### config.mk
export PLATFORM = sky130hd
export DESIGN_NAME = estat_timer_int
export DESIGN_NICKNAME = d
export VERILOG_FILES = /design/src/rtl/estat_timer_int_pkg.sv /design/src/rtl/estat_timer_int_sync.sv /design/src/rtl/estat_timer_int.sv
export SDC_FILE = /design/constraint.sdc
export NUM_CORES = 1
export LEC_CHECK = 0
export BUFFER_PORTS_ARGS = -buffer_cell sky130_fd_sc_hd__buf_2
export CAP_MARGIN = 20
export CORE_ASPECT_RATIO = 0.8
export CORE_UTILIZATION = 30
export DETAILED_ROUTE_END_ITERATION = 8
export GPL_TIMING_DRIVEN = 1
export HOLD_SLACK_MARGIN = 0.06
export PLACE_DENSITY_LB_ADDON = 0.12
export SLEW_MARGIN = 10
export SYNTH_ARGS = -nofsm -noshare
export SYNTH_HDL_FRONTEND = slang
export SYNTH_SLANG_ARGS = --single-unit
### constraint.sdc
create_clock -name clk -period 4.15 [get_ports clk]
set_input_delay 0.83 -clock clk [delete_from_list [all_inputs] [get_ports clk]]
set_output_delay 0.83 -clock clk [all_outputs]
set_load 0.02 [all_outputs]
### src/rtl/estat_timer_int_pkg.sv
// estat_timer_int_pkg: shared ESTAT/TCFG field positions and masks
package estat_timer_int_pkg;
  localparam int IS_SWI0 = 0;
  localparam int IS_SWI1 = 1;
  localparam int IS_HWI_LO = 2;
  localparam int IS_HWI_HI = 9;
  localparam int IS_RSV = 10;
  localparam int IS_TI = 11;
  localparam int IS_IPI = 12;
  localparam int TCFG_EN = 0;
  localparam int TCFG_PERIODIC = 1;
  localparam int TCFG_INITVAL_LO = 2;
  localparam logic [12:0] LIE_MASK = 13'h1BFF;
  typedef logic [12:0] estat_is_t;
endpackage

### src/rtl/estat_timer_int_sync.sv
// csr_sync_chain: multi-stage synchroniser for asynchronous level inputs
module csr_sync_chain #(
  parameter int WIDTH = 8,
  parameter int STAGES = 2
) (
  input  logic             clk,
  input  logic             rst_n,
  input  logic [WIDTH-1:0] d,
  output logic [WIDTH-1:0] q
);
  logic [STAGES-1:0][WIDTH-1:0] ff;
  // shift the input through STAGES flops; the oldest stage is the output
  always_ff @(posedge clk or negedge rst_n)
    if (!rst_n) ff <= '0;
    else ff <= {ff[STAGES-2:0], d};
  assign q = ff[STAGES-1];
endmodule

### src/rtl/estat_timer_int.sv
// estat_timer_int: ESTAT.IS owner, constant timer and registered interrupt request
module estat_timer_int
  import estat_timer_int_pkg::*;
#(
  parameter int TIMER_WIDTH = 32,
  parameter int SYNC_STAGES = 2
) (
  input  logic                   clk,
  input  logic                   rst_n,
  input  logic [12:0]            ECFG_LIE,
  input  logic                   CRMD_IE,
  input  logic                   CSRWR_ESTAT_EN,
  input  logic [1:0]             CSRWR_ESTAT_data,
  input  logic                   CSRWR_TCFG_EN,
  input  logic [TIMER_WIDTH-1:0] CSRWR_TCFG_data,
  input  logic                   CSRWR_TICLR_EN,
  input  logic                   CSRWR_TICLR_data,
  input  logic [7:0]             hwi_in,
  input  logic                   ipi_in,
  input  logic                   int_ack,
  output logic [12:0]            ESTAT_IS,
  output logic [TIMER_WIDTH-1:0] TCFG,
  output logic [TIMER_WIDTH-1:0] TVAL,
  output logic                   int_req
);
  logic [1:0] swi;
  logic [7:0] hwi_s;
  logic ipi_q, ti, armed, ack_block, tick, expire;
  logic [TIMER_WIDTH-1:0] reload;
  csr_sync_chain #(.WIDTH(8), .STAGES(SYNC_STAGES)) u_hwi_sync (
    .clk(clk), .rst_n(rst_n), .d(hwi_in), .q(hwi_s)
  );
  assign reload = {TCFG[TIMER_WIDTH-1:TCFG_INITVAL_LO], 2'b00};
  assign tick = ~CSRWR_TCFG_EN & TCFG[TCFG_EN] & armed;
  assign expire = tick & (TVAL == '0);
  assign ESTAT_IS = {ipi_q, ti, 1'b0, hwi_s, swi};
  // software interrupt bits and the once-registered IPI level
  always_ff @(posedge clk or negedge rst_n)
    if (!rst_n) begin
      swi <= '0;
      ipi_q <= 1'b0;
    end else begin
      if (CSRWR_ESTAT_EN) swi <= CSRWR_ESTAT_data;
      ipi_q <= ipi_in;
    end
  // timer: a TCFG write overrides any tick; expiry reloads or disarms
  always_ff @(posedge clk or negedge rst_n)
    if (!rst_n) begin
      TCFG <= '0;
      TVAL <= '0;
      armed <= 1'b0;
    end else if (CSRWR_TCFG_EN) begin
      TCFG <= CSRWR_TCFG_data;
      TVAL <= {CSRWR_TCFG_data[TIMER_WIDTH-1:TCFG_INITVAL_LO], 2'b00};
      armed <= CSRWR_TCFG_data[TCFG_EN];
    end else if (tick) begin
      TVAL <= expire ? (TCFG[TCFG_PERIODIC] ? reload : TVAL) : TVAL - TIMER_WIDTH'(1);
      armed <= ~expire | TCFG[TCFG_PERIODIC];
    end
  // timer interrupt flag: expiry set beats a simultaneous TICLR clear
  always_ff @(posedge clk or negedge rst_n)
    if (!rst_n) ti <= 1'b0;
    else if (expire) ti <= 1'b1;
    else if (CSRWR_TICLR_EN && CSRWR_TICLR_data) ti <= 1'b0;
  // registered request, suppressed for one cycle after the commit acknowledge
  always_ff @(posedge clk or negedge rst_n)
    if (!rst_n) begin
      int_req <= 1'b0;
      ack_block <= 1'b0;
    end else begin
      int_req <= CRMD_IE & |(ECFG_LIE & LIE_MASK & ESTAT_IS) & ~ack_block;
      ack_block <= int_ack;
    end
endmodule

Word-level counts from Yosys, hierarchy flattened

Index checks and enable logic that the tools add are counted.

Input port bits: 64
Memories: 0
Bits in read-only memories: 0
Output and inout port bits: 78
Register bits: 87
Latch bits: 0
RAM bits: 0

Magnitude comparators: 0
Reduce and logical (&&, ||, !) cells: 6
Equal/unequal tests: 1
Divide/modulo/power cells: 0
Mux-type cells: 8
Shifts and indexed selects: 0
Multipliers: 0
Bitwise gates (word level): 10
$add $sub $neg: 1

Operator list:

| kind                  | number |
|---|---|
| $mux 32               | 4 |
| $logic_not 32->1      | 1 |
| $sub 32x1->32 const B | 1 |
| $and 13x13->13        | 1 |
| $reduce_or 13->1      | 1 |
| $and 1x1->1           | 5 |
| $mux 1                | 4 |
| $reduce_bool 2->1     | 2 |
| $ne 3x3->1 const B    | 1 |
| $not 1->1             | 3 |
| $reduce_and 2->1      | 1 |
| $logic_and 1x1->1     | 1 |
| $or 1x1->1            | 1 |

Logic depth before layout (Yosys ltp)

Gate-level depths: netlist of run 1.

Word-level depth: 8
Depth in mapped cells: 11

Cells and area by module

A second synthesis of run 1 with hierarchy kept.

Cell total of the unflattened synthesis: 423
Area, all modules: 4384.2 um2

By module, submodules not included:

| module          | sequential area each (um2) | cells each | area an instance (um2) | times used |
|---|---|---|---|---|
| estat_timer_int | 1776.7                     | 399        | 3923.8                 | 1 |
| csr_sync_chain  | 400.4                      | 24         | 460.4                  | 1 |

Least setup slack after synthesis of run 1

No wires, ideal clock.

Kind: input to register
From: in CSRWR_TCFG_EN
To: reg TVAL[15]
Stages on the path: 8
Buffers on the path: 2
Arrival time: 2519 ps
Library setup time: 124 ps
Path slack: 1507 ps
Cells stage by stage: clkbuf_1 -> and3b_1 -> and4b_1 -> nand3_2 -> or2_0 -> clkbuf_1 -> a31o_2 -> a211o_1

Longest elaborated chain between the ends: 7

RTL lines:

| element                   | RTL line              | RTL |
|---|---|---|
| start: declaration        | estat_timer_int.sv:14 | `input logic CSRWR_TCFG_EN,` |
| $not 1->1                 | estat_timer_int.sv:34 | `assign tick = ~CSRWR_TCFG_EN & TCFG[TCFG_EN] & armed;` |
| $and 1x1->1 (2 in series) | estat_timer_int.sv:34 |  |
| $and 1x1->1               | estat_timer_int.sv:35 | `assign expire = tick & (TVAL == '0);` |
| $mux 32                   | estat_timer_int.sv:57 | `TVAL <= expire ? (TCFG[TCFG_PERIODIC] ? reload : TVAL) : TVAL - TIMER_WIDTH'(1);` |
| $mux 32                   | estat_timer_int.sv:56 | `end else if (tick) begin` |
| $mux 32                   | estat_timer_int.sv:52 | `end else if (CSRWR_TCFG_EN) begin` |
| end signal: assignment    | estat_timer_int.sv:54 | `TVAL <= {CSRWR_TCFG_data[TIMER_WIDTH-1:TCFG_INITVAL_LO], 2'b00};` |
| end signal: assignment    | estat_timer_int.sv:57 |  |
| end: declaration          | estat_timer_int.sv:23 | `output logic [TIMER_WIDTH-1:0] TVAL,` |

Parallel ways exist; a longest one is shown, timed or not. The select of a mux whose other input is x is not followed.
A chain may end at the register's enable or synchronous reset.

Worst setup path after layout of run 1

From: reg TVAL[0]
To: reg TVAL[5]

Longest elaborated chain between the ends: 5

RTL lines:

| element |
|---|
| parallel branches: the longest is 5 deep, another holds $sub 32x1->32 |

Several ways; the timed one is not identified. The select of a mux whose other input is x is not followed.

==> flow_summary.yaml, run 1 <==
status:
  status: "completed"
global_routing:
  grt-busiest-layer: "met1"
  grt_util_met1_pct: 28.1
  grt_max_degree: 80
  grt_remaining_overflow: 0
  antenna_found_initial: 0
  grt.met3_usage_pct: 5.36
  use_met2_pct: 26.3
  first_global_vias: 3822
  grt_pass1_wl_um: 22200
  grt_usage_pct: 18.7
synthesis:
  synthesis.nets: 502
  synth_cell_types: 75
  yosys_warnings: 0
  syn_area_um2: 4440
  synth_top_flop_cell: "dfrtp_1"
  synth_area_leaders: "dfrtp_1 (49%), mux2_2 (4.6%), o21ai_0 (3.2%)"
  postSynthAreaPerCell_um2: 10.2
  synth_cells: 437
  async_reset_ff_share_pct: 100
  netlist.area_leader.share_pct: 49.0
  ys_seq_area_share_pct: 49.0
  synth.largest_area_cell: "dfrtp_1"
  ys_ff_latch: 87
  synth_edf_count: 0
die:
  die_h_um: 111
  die_w_um: 138
  start_util_pct: 31.0
  dieArea_um2: 15300
  ios: 142
  row_count: 39
  core_um2: 14300
sta:
  tns_ns: 0
  worst_slack_ns: 0.811
  report.final.hold_viol_count: 0
  finalSetupViolations: 0
  fmax_mhz: 299
  worst-slew-pin-transition_ns: 0.885
  rsz0062_at_grt: "false"
  finalClockSkew_ns: 0.00808
  relSlewSlack_pct: 41.0
  finalCritPeriodShare_pct: 80.5
  final.min_clock_period_ns: 3.34
  maxSlewViolCount: 0
pwr:
  peakVddDrop_mv: 0.207
  seqPwrFrac_pct: 43.1
  pwr-share-clk_pct: 34.6
  power.leakage_nw: 2.50
  intPower_w: 0.00168
  p_sw_w: 0.000785
  p_sw_share_pct: 31.9
  powerDensity_nw_per_um2: 444
  pwr-share-comb_pct: 22.3
detailed_routing:
  vias: 3911
  drc_errors: 0
  drt_iter0_drc: 289
  wl_per_cell_um: 18.3
  dr.pass1.iters: 7
  drt-total-wl_um: 13700
  drt-vias-per-instance: 5.23
  ant_nets: 0
setup_path:
  crit_family: "simple AND/OR/NAND/NOR gates"
  r2r_start: "TVAL[0]"
  rr_endpoint: "TVAL[5]"
  crit_chain: "inv_1 > ha_1 > or3b_2 > nor2_1 > nand2_1 > o31ai_4 > buf_4 > a21oi_1 > a31oi_1"
  startpoint_type: "flop"
  cp.required_ns: 4.41
  critPathMaxFanout: 14
  slowest_stage: "o31ai_4"
  path_class: "reg2reg"
  slowest_delay_ns: 0.76
  cp_data_arrival_time_ns: 3.60
  reg2reg_depth: 9
  worstPathBufferInverterCount: 2
  r2r_slack_ns: 0.81
  end_kind: "flop"
placed_design:
  dpl_worst_slack_ns: 0.805
  io_buffers: 139
  dpl.hpwl_um: 9870
  routabilityCongestion: 0.794
worst_hold_path:
  hp-start: "u_hwi_sync.ff[5]"
  hold_depth: 0
  hold_path_class: "reg2reg"
  hold_end: "u_hwi_sync.q[5]"
clock_network:
  clk_latency_ns: 0.34
  post_cts_resized: 0
  htree_levels: 3
  postCtsSetupBuffers: 0
  clk_pin_slew_ns: 0.06
  cts_sinks: 87
  cts_root_buf: "clkbuf_16"
  cts_buffers: 9
  cts_max_path_buffers: 2
  cts_hold_buf: 0
  cts_tree: "built"
cells_and_area:
  layout-drive-gt1-share_pct: 34.4
  final_nets: 626
  syn2layout_area_growth_pct: 24.7
  num_antenna_cells: 0
  n_fill_cell: 1492
run:
  maxCapViolCount: 0
layout make-up:
| class | count | area [um^2] | share of cell area [%] |
|---|---|---|---|
| multi-input cells | 300 | 2010 | 36.3 |
| clock inverters | 4 | 72.6 | 1.31 |
| clock buffers | 10 | 229 | 4.13 |
| inverters | 16 | 60.1 | 1.08 |
| repair buffers | 147 | 758 | 13.7 |
| flip-flops and latches | 87 | 2180 | 39.3 |
| well taps | 184 | 230 | 4.16 |
registers in the layout, summed over array words and instances (netlist names):
signal         flops
TCFG              32
TVAL              32
ack_block          1
armed              1
int_req            1
ipi_q              1
swi                2
ti                 1
u_hwi_sync.ff      8
u_hwi_sync.q       8
how the worst max path moves through the flow:
stage,cells after the start,slack [ns],endpoint,startpoint
6_report,9,0.81,TVAL[5],TVAL[0]
3_3_place_gp,9,0.77,TVAL[5],TVAL[0]
5_1_grt,9,0.56,TVAL[5],TVAL[1]
4_1_cts,9,0.78,TVAL[5],TVAL[0]
3_5_place_dp,9,0.81,TVAL[5],TVAL[0]
2_1_floorplan,8,1.51,TVAL[15],CSRWR_TCFG_EN
layout by cell type, fill, tap and decap left out, types with 5 or more instances in the layout:
cell and instances:
a21o_1 7, a21oi_1 10, a221oi_1 8, a22oi_1 5, a31oi_1 11, and2_1 5, buf_2 138, buf_4 9
clkbuf_16 9, dfrtp_1 87, inv_1 15, mux2_2 18, mux2i_1 5, nand2_1 33, nand2b_1 5, nand3_1 9
nand4_1 5, nor2_1 29, nor2b_1 5, nor3_1 16, nor4_1 7, o211ai_1 7, o21ai_0 28, or3_1 9
logic make-up (layout without fill, tap and decap cells):
| logic type | Yosys count | in the layout | share of synthesized area [%] |
|---|---|---|---|
| adder cells (fa/ha/maj) | 1 | 1 | 0.282 |
| other | 1 | 1 | 0.0844 |
| multiplexers | 23 | 23 | 5.69 |
| AND/OR/NAND/NOR | 147 | 147 | 18.2 |
| flip-flops | 87 | 87 | 49.0 |
| buffers and inverters | 50 | 177 | 5.69 |
| XOR/XNOR | 7 | 7 | 1.38 |
| AO/OA/AOI/OAI | 121 | 121 | 19.6 |
per-layer routing:
layer	vias up	routed length, um	part of all wire (%)
met5	-	0	0
met2	118	5930	43
li1	1868	-	-
met4	0	74	0.54
met3	5	835	6.1
met1	1920	6860	50
power by group through the flow:
stage	registers [W]	logic [W]	clock network, W
after floorplan	0.00115	0.000247	0
after global placement	0.00107	0.000549	0
after detailed placement	0.00108	0.000554	0
after CTS	0.00106	0.000555	0.000875
after global routing	0.00108	0.000599	0.000913
final	0.00106	0.000549	0.000850
synth_stat cells (7+ instances only):
master	count
a21o_1	7
a21oi_1	10
a221oi_1	8
a31oi_1	11
buf_4	12
clkbuf_1	14
dfrtp_1	87
inv_1	15
mux2_2	18
nand2_1	33
nand3_1	9
nor2_1	29
nor3_1	16
nor4_1	7
o211ai_1	7
o21ai_0	28
or3_1	9
worst reg2reg max path, stage by stage (launching register included):
cell and delay (ns):
dfrtp_1 0.44, inv_1 0.08, ha_1 0.25, or3b_2 0.47
nor2_1 0.31, nand2_1 0.39, o31ai_4 0.77, buf_4 0.28
a21oi_1 0.06, a31oi_1 0.21
stage by stage:
step	hold slack [ns]	instances	utilization, %	area [um^2]	total power (W)
2_1_floorplan	0.331	437	-	4440	0.00140
3_3_place_gp	0.332	734	36.5	5240	0.00162
3_5_place_dp	0.335	734	36.5	5240	0.00163
4_1_cts	0.347	748	38.6	5540	0.00249
5_1_grt	0.360	748	38.6	5540	0.00259
6_report	0.344	748	38.6	5540	0.00246
(Power assumes the default switching activity.)
==> run 2, diff against run 1 <==
- clock period: 4.15 -> 3.3 ns (I/O delays scaled with it)
==> flow_summary.yaml, run 2 (synthesis results as in run 1) <==
cells_and_area:
  layout-drive-gt1-share_pct: 35.3
  num_antenna_cells: 0
  multiInputGateArea_um2: 2010
  register_area_um2: 2180
  final_nets: 635
  final_common_cell: "buf_2"
  n_fill_cell: 1485
  mostFrequentLayoutCells: "buf_2 (138), dfrtp_1 (87), nand2_1 (33), nor2_1 (29), o21ai_0 (28)"
  syn2layout_area_growth_pct: 26.0
  top_regs: "TCFG x32, TVAL x32"
  fin_util_pct: 39.0
detailed_routing:
  drt_iter0_drc: 304
  ant_nets: 0
  drc_errors: 0
  dr.pass1.iters: 4
  wl_per_cell_um: 18.3
  drt-total-wl_um: 13900
  drt-vias-per-instance: 5.23
  vias: 3970
sta:
  finalSetupViolations: 0
  relSlewSlack_pct: 44.2
  tns_ns: 0
  maxSlewViolCount: 0
  finalClockSkew_ns: 0.00680
  final.min_clock_period_ns: 2.90
  finalCritPeriodShare_pct: 87.9
  worst-slew-pin-transition_ns: 0.837
  fmax_mhz: 345
  rsz0062_at_grt: "false"
  report.final.hold_viol_count: 0
die:
  core_um2: 14300
  die_h_um: 111
  ios: 142
  row_count: 39
  die_w_um: 138
  dieArea_um2: 15300
  start_util_pct: 31.0
clock_network:
  htree_levels: 3
  postCtsSetupBuffers: 0
  cts_tree: "built"
  clk_latency_ns: 0.35
  clk_pin_slew_ns: 0.06
  cts_sinks: 87
  cts_root_buf: "clkbuf_16"
  cts_hold_buf: 0
  cts_max_path_buffers: 2
  post_cts_resized: 0
  cts_buffers: 9
status:
  status: "completed"
pwr:
  powerDensity_nw_per_um2: 547
  peakVddDrop_mv: 0.240
  power.leakage_nw: 2.54
placed_design:
  routabilityCongestion: 0.800
  dpl.hpwl_um: 10100
  io_buffers: 139
global_routing:
  grt.met3_usage_pct: 4.97
  grt_util_met1_pct: 27.5
  grt_usage_pct: 19.2
  use_met2_pct: 28.5
  grt_max_degree: 81
  grt_pass1_wl_um: 22700
  grt-busiest-layer: "met2"
  antenna_found_initial: 0
  grt_remaining_overflow: 0
  first_global_vias: 4018
setup_path:
  end_kind: "flop"
  r2r_start: "TVAL[0]"
  reg2reg_depth: 8
  path_class: "reg2reg"
  cp_data_arrival_time_ns: 3.14
  startpoint_type: "flop"
  rr_endpoint: "TVAL[15]"
  cp.required_ns: 3.54
  critPathMaxFanout: 7
  r2r_slack_ns: 0.40
run:
  maxCapViolCount: 0
worst_hold_path:
  hold_path_class: "in2async"
-- run 2: layout make-up --
cell class                      count  area share, %
Timing Repair Buffer              156           14.8
Inverter                           16           1.07
Tap cell                          184           4.11
Sequential cell                    87           38.9
Clock buffer                       13           4.47
Clock inverter                      3          0.760
Multi-Input combinational cell    300           35.9
-- run 2: power breakdown --
part           switching, W  internal (W)
clock network      0.000421      0.000607
registers          0.000154       0.00118
logic              0.000421      0.000275
-- run 2: per-layer routing --
layer	share of wire, %	routed length (um)
met1	49	6830
met2	43	6040
met5	0	0
met4	1.2	160
met3	6.2	861
-- run 2: worst max path at each step --
stage	from	end	slack (ns)	depth (start not counted)
floorplan	TVAL[0]	TVAL[28]	0.66	9
global placement	CSRWR_TCFG_EN	TVAL[30]	0.34	7
detailed placement	CSRWR_TCFG_EN	TVAL[30]	0.25	7
CTS	TVAL[0]	TVAL[15]	0.39	8
global route	TVAL[0]	TVAL[29]	0.21	9
finish	TVAL[0]	TVAL[15]	0.40	8
-- run 2: per-stage QoR --
| step | power [W] | area (um^2) | setup WS (ns) | instances | hold WS (ns) |
|---|---|---|---|---|---|
| 2_1_floorplan | 0.00176 | 4440 | 0.661 | 437 | 0.331 |
| 3_3_place_gp | 0.00204 | 5300 | 0.344 | 743 | 0.332 |
| 3_5_place_dp | 0.00206 | 5300 | 0.249 | 743 | 0.336 |
| 4_1_cts | 0.00311 | 5600 | 0.389 | 759 | 0.344 |
| 5_1_grt | 0.00324 | 5600 | 0.214 | 759 | 0.356 |
| 6_report | 0.00306 | 5600 | 0.401 | 759 | 0.327 |
-- run 2: worst max-delay path: stages (launching register included) --
cell,delay (ns)
dfrtp_1,0.46
inv_1,0.09
ha_1,0.24
or3b_2,0.47
nor2_1,0.15
nand2_1,0.27
or2_0,0.52
a31o_2,0.32
a211o_1,0.28
==> run 3, diff against run 2 <==
- PLACE_DENSITY: unset -> 0.49
- PLACE_DENSITY_LB_ADDON: 0.12 -> unset
==> flow_summary.yaml, run 3 (synthesis results as in run 1) <==
placed_design:
  dpl.hpwl_um: 9940
  io_buffers: 139
  postPlaceCellArea_um2: 5330
  routabilityCongestion: 0.826
clock_network:
  cts_root_buf: "clkbuf_16"
  post_cts_resized: 0
  cts_max_path_buffers: 2
  cts_hold_buf: 0
  clk_pin_slew_ns: 0.07
  clk_latency_ns: 0.34
  cts_sinks: 87
  postCtsSetupBuffers: 0
  cts_tree: "built"
  htree_levels: 3
  cts_buffers: 9
worst_hold_path:
  hold_path_class: "in2async"
detailed_routing:
  ant_nets: 0
  drt_iter0_drc: 341
  wl_per_cell_um: 17.8
  dr.pass1.iters: 5
  drt-vias-per-instance: 5.17
  vias: 3934
  drt-total-wl_um: 13500
  drc_errors: 0
die:
  die_h_um: 111
  row_count: 39
  dieArea_um2: 15300
  die_w_um: 138
  core_um2: 14300
  ios: 142
  start_util_pct: 31.0
cells_and_area:
  num_antenna_cells: 0
  final_nets: 637
  fin_area_um2: 5670
  layout-drive-gt1-share_pct: 35.9
  top_regs: "TCFG x32, TVAL x32"
  n_fill_cell: 1483
  syn2layout_area_growth_pct: 27.7
  mostFrequentLayoutCells: "buf_2 (138), dfrtp_1 (87), nand2_1 (33), nor2_1 (29), o21ai_0 (28)"
  fin_util_pct: 39.5
  final_common_cell: "buf_2"
pwr:
  intPower_w: 0.00220
  p_total_w: 0.00320
  pwr-share-comb_pct: 22.2
  p_sw_w: 0.000996
  peakVddDrop_mv: 0.278
  power.leakage_nw: 2.58
  seqPwrFrac_pct: 41.5
  pwr-share-clk_pct: 36.3
  p_sw_share_pct: 31.1
  powerDensity_nw_per_um2: 564
setup_path:
  cp_data_arrival_time_ns: 3.03
  critPathMaxFanout: 11
  cp.required_ns: 3.50
  startpoint_type: "flop"
  path_class: "reg2reg"
  reg2reg_depth: 9
  end_kind: "flop"
sta:
  final.min_clock_period_ns: 2.83
  finalSetupViolations: 0
  timing.hold.ws_ns: 0.305
  relSlewSlack_pct: 56.7
  finalClockSkew_ns: 0.00891
  worst-slew-pin-transition_ns: 0.644
  tns_ns: 0
  finalCritPeriodShare_pct: 85.7
  fmax_mhz: 353
  rsz0062_at_grt: "false"
  maxSlewViolCount: 0
  report.final.hold_viol_count: 0
global_routing:
  grt_max_degree: 49
  grt.met3_usage_pct: 4.02
  grt_util_met1_pct: 26.9
  antenna_found_initial: 0
  grt_usage_pct: 18.1
  grt-busiest-layer: "met1"
  grt_remaining_overflow: 0
  grt_pass1_wl_um: 21400
  use_met2_pct: 25.9
  first_global_vias: 3753
run:
  maxCapViolCount: 0
status:
  status: "completed"
-- run 3: cell types whose count changed in the layout (fill, tap and decap cells not counted), sizes merged --
cell	before	now
clkbuf	13	10
buf	156	158
bufinv	1	3
clkinv	2	4
clkinvlp	1	0
-- run 3: cell type report --
class,count,area [um^2],share of cell area (%)
flip-flops and latches,87,2180,38.4
multi-input cells,300,2010,35.5
repair buffers,158,853,15.1
well taps,184,230,4.06
clock buffers,10,229,4.04
clock inverters,6,109,1.92
inverters,16,60.1,1.06
-- run 3: critical path: stages (launching register included) --
cell and delay, ns:
dfrtp_1 0.45, inv_1 0.09, ha_1 0.26, or3b_2 0.47
nor2_1 0.16, buf_4 0.16, nand3_1 0.20, or3_4 0.54
o21ai_0 0.23, o311ai_1 0.13
-- run 3: final timing paths --
check                                 start              end  slack, ns
setup / recovery                    TVAL[0]         TVAL[25]       0.47
hold / removal                        rst_n         TCFG[16]       0.30
setup reg to reg                    TVAL[0]         TVAL[25]       0.47
hold reg to reg            u_hwi_sync.ff[3]  u_hwi_sync.q[3]       0.34
max in group asynchronous             rst_n  u_hwi_sync.q[2]       2.33
min in group clk           u_hwi_sync.ff[3]  u_hwi_sync.q[3]       0.34
-- run 3: metrics by stage --
stage                     instances  setup slack [ns]
final                           761             0.471
after global routing            761             0.264
after global placement          745             0.516
after detailed placement        745             0.495
after CTS                       761             0.464
after floorplan                 437             0.661
-- run 3: routing by layer --
layer	routed length (um)	share of wire (%)
met5	0	0
met4	153	1.1
met3	775	5.7
met2	5780	43
met1	6830	50
-- run 3: power by group through the flow --
stage	clock, W	sequential [W]	combinational (W)
finish	0.00116	0.00133	0.000709
global route	0.00124	0.00135	0.000774
CTS	0.00119	0.00133	0.000716
detailed placement	0	0.00135	0.000712
global placement	0	0.00134	0.000704
floorplan	0	0.00145	0.000311
